### config.mk
export PLATFORM = sky130hd
export DESIGN_NAME = otp_bias_decoder
export DESIGN_NICKNAME = d
export VERILOG_FILES = /design/src/rtl/otp_pkg.sv /design/src/rtl/otp_bias_decoder.sv
export SDC_FILE = /design/constraint.sdc
export NUM_CORES = 1
export LEC_CHECK = 0
export BUFFER_PORTS_ARGS = -buffer_cell sky130_fd_sc_hd__buf_2
export CAP_MARGIN = 20
export CELL_PAD_IN_SITES_DETAIL_PLACEMENT = 2
export CELL_PAD_IN_SITES_GLOBAL_PLACEMENT = 2
export CORE_MARGIN = 8
export CORE_UTILIZATION = 19
export DETAILED_ROUTE_END_ITERATION = 8
export GPL_TIMING_DRIVEN = 0
export PLACE_DENSITY = 0.89
export SLEW_MARGIN = 10
export SYNTH_ARGS = -nofsm -noshare
export SYNTH_HDL_FRONTEND = slang
export SYNTH_SLANG_ARGS = --single-unit
### constraint.sdc
create_clock -name vclk -period 3.15
set_input_delay 0.7875 -clock vclk [all_inputs]
set_output_delay 0.7875 -clock vclk [all_outputs]
set_load 0.05 [all_outputs]
### src/rtl/otp_pkg.sv
// Shared bias-bus encodings and state type for the OTP controller and the
// OTP array responder model.
package otp_pkg;

  localparam logic [1:0] MODE_IDLE  = 2'd0;
  localparam logic [1:0] MODE_READ  = 2'd1;
  localparam logic [1:0] MODE_WRITE = 2'd2;

  localparam logic BL_V_GND = 1'b0;
  localparam logic BL_V_MID = 1'b1;

  localparam logic [1:0] PL_V_GND  = 2'b00;
  localparam logic [1:0] PL_V_MID  = 2'b01;
  localparam logic [1:0] PL_V_READ = 2'b10;
  localparam logic [1:0] PL_V_HIGH = 2'b11;

  localparam logic WLN_V_MID = 1'b0;
  localparam logic WLN_V_GND = 1'b1;

  localparam logic WLP_V_HIGH = 1'b0;
  localparam logic WLP_V_MID  = 1'b1;

  localparam logic PRG_READ  = 1'b0;
  localparam logic PRG_WRITE = 1'b1;

  localparam logic READ_ZERO = 1'b0;
  localparam logic READ_ONE  = 1'b1;

  localparam logic WRITING_PENDING = 1'b0;
  localparam logic WRITING_DONE    = 1'b1;

  typedef enum logic [2:0] {
    ST_IDLE    = 3'd0,
    ST_PROG    = 3'd1,
    ST_PROG_OK = 3'd2,
    ST_READ    = 3'd3,
    ST_FAULT   = 3'd4
  } otp_array_state_t;

  // Index width that never collapses to zero bits for single-entry ranges.
  function automatic int idx_width(input int n);
    return (n > 1) ? $clog2(n) : 1;
  endfunction

endpackage

### src/rtl/otp_bias_decoder.sv
// Combinational decode of the bias bus into per-cell write/read selects,
// a saturated select count and the coordinates of the (single) selected cell.
module otp_bias_decoder
  import otp_pkg::*;
#(
  parameter int A = 2,
  parameter int B = 2,
  localparam int RW = idx_width(A),
  localparam int CW = idx_width(B)
) (
  input  logic              PRG,
  input  logic [2*B-1:0]    PL,
  input  logic [B-1:0]      BL,
  input  logic [A-1:0]      WLN,
  input  logic [A-1:0]      WLP,
  output logic [A*B-1:0]    write_sel,
  output logic [A*B-1:0]    read_sel,
  output logic [1:0]        nsel,
  output logic [RW-1:0]     sel_row,
  output logic [CW-1:0]     sel_col
);

  logic hit_s;

  // Per-cell select match, count of matching cells and last-match coordinates
  always_comb begin
    write_sel = '0;
    read_sel  = '0;
    nsel      = 2'd0;
    sel_row   = '0;
    sel_col   = '0;
    hit_s     = 1'b0;
    for (int i = 0; i < A; i++) begin
      for (int j = 0; j < B; j++) begin
        write_sel[i*B+j] = (PRG == PRG_WRITE) && (WLP[i] == WLP_V_HIGH) &&
                           (WLN[i] == WLN_V_MID) && (BL[j] == BL_V_GND) &&
                           (PL[2*j +: 2] == PL_V_HIGH);
        read_sel[i*B+j]  = (PRG == PRG_READ) && (WLP[i] == WLP_V_MID) &&
                           (WLN[i] == WLN_V_MID) && (BL[j] == BL_V_MID) &&
                           (PL[2*j +: 2] == PL_V_READ);
        hit_s   = write_sel[i*B+j] || read_sel[i*B+j];
        nsel    = (hit_s && (nsel != 2'd2)) ? (nsel + 2'd1) : nsel;
        sel_row = hit_s ? RW'(i) : sel_row;
        sel_col = hit_s ? CW'(j) : sel_col;
      end
    end
  end

endmodule

==> results_dict.tcl, run 1 <==
set metrics [dict create \
    drt_iter0_markers 2 \
    cp_num_buf_inv 4 \
    sw_frac_of_total 0.524 \
    p_switching_mw 0.0351 \
    yosysWarnings 0 \
    dp_hpwl_um 1040 \
    diodes 0 \
    combPwrFrac 1.000 \
    rows 14 \
    grt_pass1_wl_um 2930 \
    setup_viol 2 \
    hold_class "in2out" \
    max_freq_ghz 0.281 \
    cp.arrival_ns 2.77 \
    cpMostUsedCell "buf_8" \
    ys_types 19 \
    drc 0 \
    ant_nets 0 \
    cp-start-kind "input port" \
    area_delta_synth_final_pct 124 \
    power.density_mw_per_mm2 95.4 \
    min_delay_worst_endpoint "write_sel[1]" \
    yosysMostFrequentCell "nor2_1" \
    drive_gt1_frac 0.724 \
    vdd_ir_drop_max_v 0.0000413 \
    path_cells "buf_8 > nor2b_4 > and4b_4 > nor2_4 > inv_2 > ha_4 > a211oi_4 > xnor2_2 > ha_2 > or2_4 > buf_6 > xor2_4 > buf_8" \
    cp_top_family "simple AND/OR/NAND/NOR gates" \
    synth_cells 39 \
    finalCriticalPeriod_ns 3.56 \
    core_mm2 0.00152 \
    cp-startpoint "PRG" \
    ios 23 \
    portBuffers 23 \
    wl_per_cell_um 19.1 \
    status "complete, but fails checks" \
    clkPwrFrac 0 \
    syn_area_um2 314 \
    maxSlewViolCount 0 \
    cp_slowest_cell "or2_4" \
    syn_avg_cell_area_um2 8.05 \
    setup_slack_ns -0.411 \
    failed_checks "setup timing" \
    grt_overflow 0 \
    hold_violations 0 \
    p_leak_nw 0.330 \
    tightest_slew_ns 0.286 \
    end_kind "output port" \
    power.internal_mw 0.0320 \
    dieArea_mm2 0.00321 \
    power_frac_seq 0 \
    max_cap_violations 0 \
    start_util 0.206 \
    place_congestion 0.678 \
    grt_pass1_vias 545 \
    die_h_um 56.7 \
    min-delay-start "PL[3]" \
    criticalPathCategory "in2out" \
    vias_per_cell 4.84 \
    post-route-period-util 1.13 \
    fin_nets 92 \
    seq_cell_count 0 \
    synth_top_area_frac 0.120 \
    worst-path-max-fanout 4 \
    place_ws_ns -0.656 \
    fp.dieW_um 56.7 \
    wl_um 1760 \
    yosysTopAreaCell "ha_1" \
    drtPass1Iterations 2 \
    ff_latch_area_um2 0 \
    via_count 445 \
    synthTopCellsByArea "ha_1 12%, nand4bb_1 11%, nand4bb_4 8.8%" \
    fill_cells 165 \
    postCtsHoldBufs 0 \
    cpPeakStageDelay_ns 0.24 \
    num-clock-buffers 0 \
    cp.required_ns 2.36 \
    antenna_found_initial 0 \
    rsz0062_at_grt "true" \
    ys_seq_area_frac 0 \
    grt_max_degree 6 \
    power_mw 0.0671 \
    syn_nets 53 \
    relSlewSlack 0.808 \
    gr-usage-all-layers 0.109 \
    hold-path-cell-count 4 \
]
kinds of logic (layout without fill, tap and decap cells):
family / Yosys count / in the layout / synth area share
AO/OA/AOI/OAI: 7 / 7 / 0.167
multiplexers: 1 / 1 / 0.0478
XOR/XNOR: 2 / 2 / 0.0797
buffers and inverters: 3 / 40 / 0.0359
adder cells (fa/ha/maj): 3 / 3 / 0.120
AND/OR/NAND/NOR: 23 / 23 / 0.550
how the worst max path moves through the flow:
stage,end,slack (ns),depth (start not counted)
detailed placement,nsel[1],-0.66,12
global placement,nsel[1],-0.62,12
finish,nsel[0],-0.41,13
global route,nsel[0],-0.48,13
CTS,nsel[1],-0.43,12
floorplan,nsel[1],-0.35,10
power groups by stage:
stage	sequential [mW]	combinational, mW	clock, mW
2_1_floorplan	0	0.0301	0
4_1_cts	0	0.0643	0
3_3_place_gp	0	0.0456	0
6_report	0	0.0671	0
3_5_place_dp	0	0.0470	0
5_1_grt	0	0.0716	0
cell usage in the layout, fill, tap and decap left out:
cell type and instances:
o21bai_1 1, and4b_4 2, inv_1 1, or2_4 1, nand4bb_4 1, buf_2 18
ha_4 2, ha_2 1, nor2b_4 3, nor2_4 2, o21ai_0 1, a211oi_4 1
mux2_4 1, nand2_1 1, xor2_4 1, nand2b_1 3, a21o_1 3, buf_6 2
inv_2 2, a21oi_1 1, nand4bb_1 3, xnor2_2 1, buf_8 4, nor2_1 5
buf_4 13, nand3b_1 2
cell type report:
| cell class | instances | area (µm²) | share of cell area |
|---|---|---|---|
| inverter | 3 | 11.3 | 0.0160 |
| tap | 16 | 20.0 | 0.0285 |
| multi-input combinational | 36 | 402 | 0.571 |
| timing repair buffer | 37 | 270 | 0.384 |
tightest hold or removal path, cell delays in order:
cell and delay, ns:
buf_2 0.10, nand2b_1 0.17, nor2_4 0.05, buf_8 0.14
per-stage QoR:
stage / setup TNS, ns / instances / util / hold slack, ns / cell area [µm²]
3_5_place_dp: -1.22 / 78 / 0.322 / 2.05 / 490
6_report: -0.821 / 92 / 0.461 / 2.04 / 703
4_1_cts: -1.14 / 96 / 0.471 / 2.04 / 718
3_3_place_gp: -1.11 / 78 / 0.322 / 2.03 / 490
2_1_floorplan: -0.664 / 39 / - / 1.82 / 355
5_1_grt: -0.949 / 92 / 0.461 / 2.07 / 703
routing by layer:
| metal | up-vias | global-route usage | routed length, µm |
|---|---|---|---|
| li1 | 213 | - | - |
| met1 | 222 | 0.117 | 669 |
| met2 | 10 | 0.224 | 999 |
| met3 | 0 | 0.0135 | 88 |
| met4 | 0 | 0 | 0 |
| met5 | - | 0 | 0 |
timing repair:
action | CTS | global route
endpoints found under the setup margin | 2 | 3
setup buffers | 18 | 2
pin swaps | 9 | 7
gates resized for setup | 22 | 5
Power figures use the tool's default switching activity.
==> inputs of run 2 (changes only) <==
--- a/config.mk
+++ b/config.mk
@@ -14,6 +14,7 @@
 export DETAILED_ROUTE_END_ITERATION = 8
 export GPL_TIMING_DRIVEN = 0
 export PLACE_DENSITY = 0.89
+export RECOVER_POWER = 50
 export SLEW_MARGIN = 10
 export SYNTH_ARGS = -nofsm -noshare
 export SYNTH_HDL_FRONTEND = slang
==> results_dict.tcl, run 2 (synthesis results as in run 1) <==
set metrics [dict create \
    wl_per_cell_um 19.1 \
    ios 23 \
    power_frac_seq 0 \
    status "complete, but fails checks" \
    grt_max_degree 6 \
    drtPass1Iterations 2 \
    setup_slack_ns -0.413 \
    gr-usage-all-layers 0.109 \
    start_util 0.206 \
    cp-startpoint "PRG" \
    postCtsHoldBufs 0 \
    cp-start-kind "input port" \
    p_leak_nw 0.313 \
    rows 14 \
    fill_cells 166 \
    setup_viol 2 \
    tightest_slew_ns 0.612 \
    min-delay-start "PL[3]" \
    hold_violations 0 \
    clkPwrFrac 0 \
    ff_latch_area_um2 0 \
    diodes 0 \
    final_cells 92 \
    power.internal_mw 0.0318 \
    worst-path-max-fanout 4 \
    vdd_ir_drop_max_v 0.0000412 \
    power_mw 0.0669 \
    hold_class "in2out" \
    rsz0062_at_grt "true" \
    failed_checks "setup timing" \
    area_delta_synth_final_pct 122 \
    vias_per_cell 4.80 \
    drc 0 \
    place_congestion 0.678 \
    max_cap_violations 0 \
    dp_hpwl_um 1040 \
    grt_pass1_vias 545 \
    drt_iter0_markers 2 \
    cp.arrival_ns 2.78 \
    final_common_cell "buf_2" \
    final_util 0.458 \
    core_mm2 0.00152 \
    cp.required_ns 2.36 \
    criticalPathCategory "in2out" \
    relSlewSlack 0.594 \
    grt_pass1_wl_um 2930 \
    antenna_found_initial 0 \
    wl_um 1760 \
    p_switching_mw 0.0351 \
    die_h_um 56.7 \
    num-clock-buffers 0 \
    finalCriticalPeriod_ns 3.56 \
    place_ws_ns -0.656 \
    power.density_mw_per_mm2 95.8 \
    final_cell_mix "14 x buf_2, 13 x buf_4, 5 x nor2_1" \
    maxSlewViolCount 0 \
    end_kind "output port" \
    fp.dieW_um 56.7 \
    post-route-period-util 1.13 \
    drive_gt1_frac 0.671 \
    portBuffers 23 \
    max_freq_ghz 0.281 \
    sw_frac_of_total 0.524 \
    dpl.cell_count 78 \
    fin_nets 92 \
    dieArea_mm2 0.00321 \
    seq_cell_count 0 \
    worst_hold_slack_ns 2.04 \
    via_count 442 \
    ant_nets 0 \
    combPwrFrac 1.000 \
    grt_overflow 0 \
]
[run 2: cell types whose count changed in the layout (fill, tap and decap cells not counted), sizes merged]
cell    previous run  this run
buf               37        33
clkbuf             0         4
[run 2: worst max-delay path: stages]
cell and delay [ns]:
buf_8 0.10, nor2b_4 0.12, and4b_4 0.21, nor2_4 0.12
inv_2 0.05, ha_4 0.16, a211oi_4 0.21, xnor2_2 0.12
ha_2 0.19, or2_4 0.24, buf_6 0.13, xor2_4 0.17
buf_8 0.16
[run 2: worst paths after layout]
path / end / slack, ns / cells after the start
min: write_sel[1] / 2.04 / 4
max: nsel[0] / -0.41 / 13
[run 2: area by class of cell]
| type | instances | area [µm²] | share of cell area |
|---|---|---|---|
| Inverter | 3 | 11.3 | 0.0161 |
| Timing Repair Buffer | 37 | 265 | 0.380 |
| Multi-Input combinational cell | 36 | 402 | 0.575 |
| Tap cell | 16 | 20.0 | 0.0287 |
[run 2: stage by stage]
step                      setup TNS, ns  cell area [µm²]
after global placement            -1.11              490
after detailed placement          -1.22              490
final                            -0.824              698
after CTS                         -1.14              718
after global routing             -0.949              698
after floorplan                  -0.664              355
[run 2: repair_timing]
item / 4_1_cts / 5_1_grt
cloned: 0 / 0
setup endpoints to repair: 2 / 3
buffers inserted: 18 / 2
resized for setup: 22 / 5
pin swaps: 9 / 7
[run 2: power by group through the flow]
stage          logic [mW]  registers, mW  clock network, mW
2_1_floorplan      0.0301              0                  0
3_3_place_gp       0.0456              0                  0
3_5_place_dp       0.0470              0                  0
4_1_cts            0.0643              0                  0
5_1_grt            0.0715              0                  0
6_report           0.0669              0                  0
[run 2: routing by layer]
layer	GRT usage	up-vias	share of wire
li1	-	213	-
met1	0.117	219	0.38
met2	0.224	10	0.57
met3	0.0135	0	0.050
met4	0	0	0
met5	0	-	0
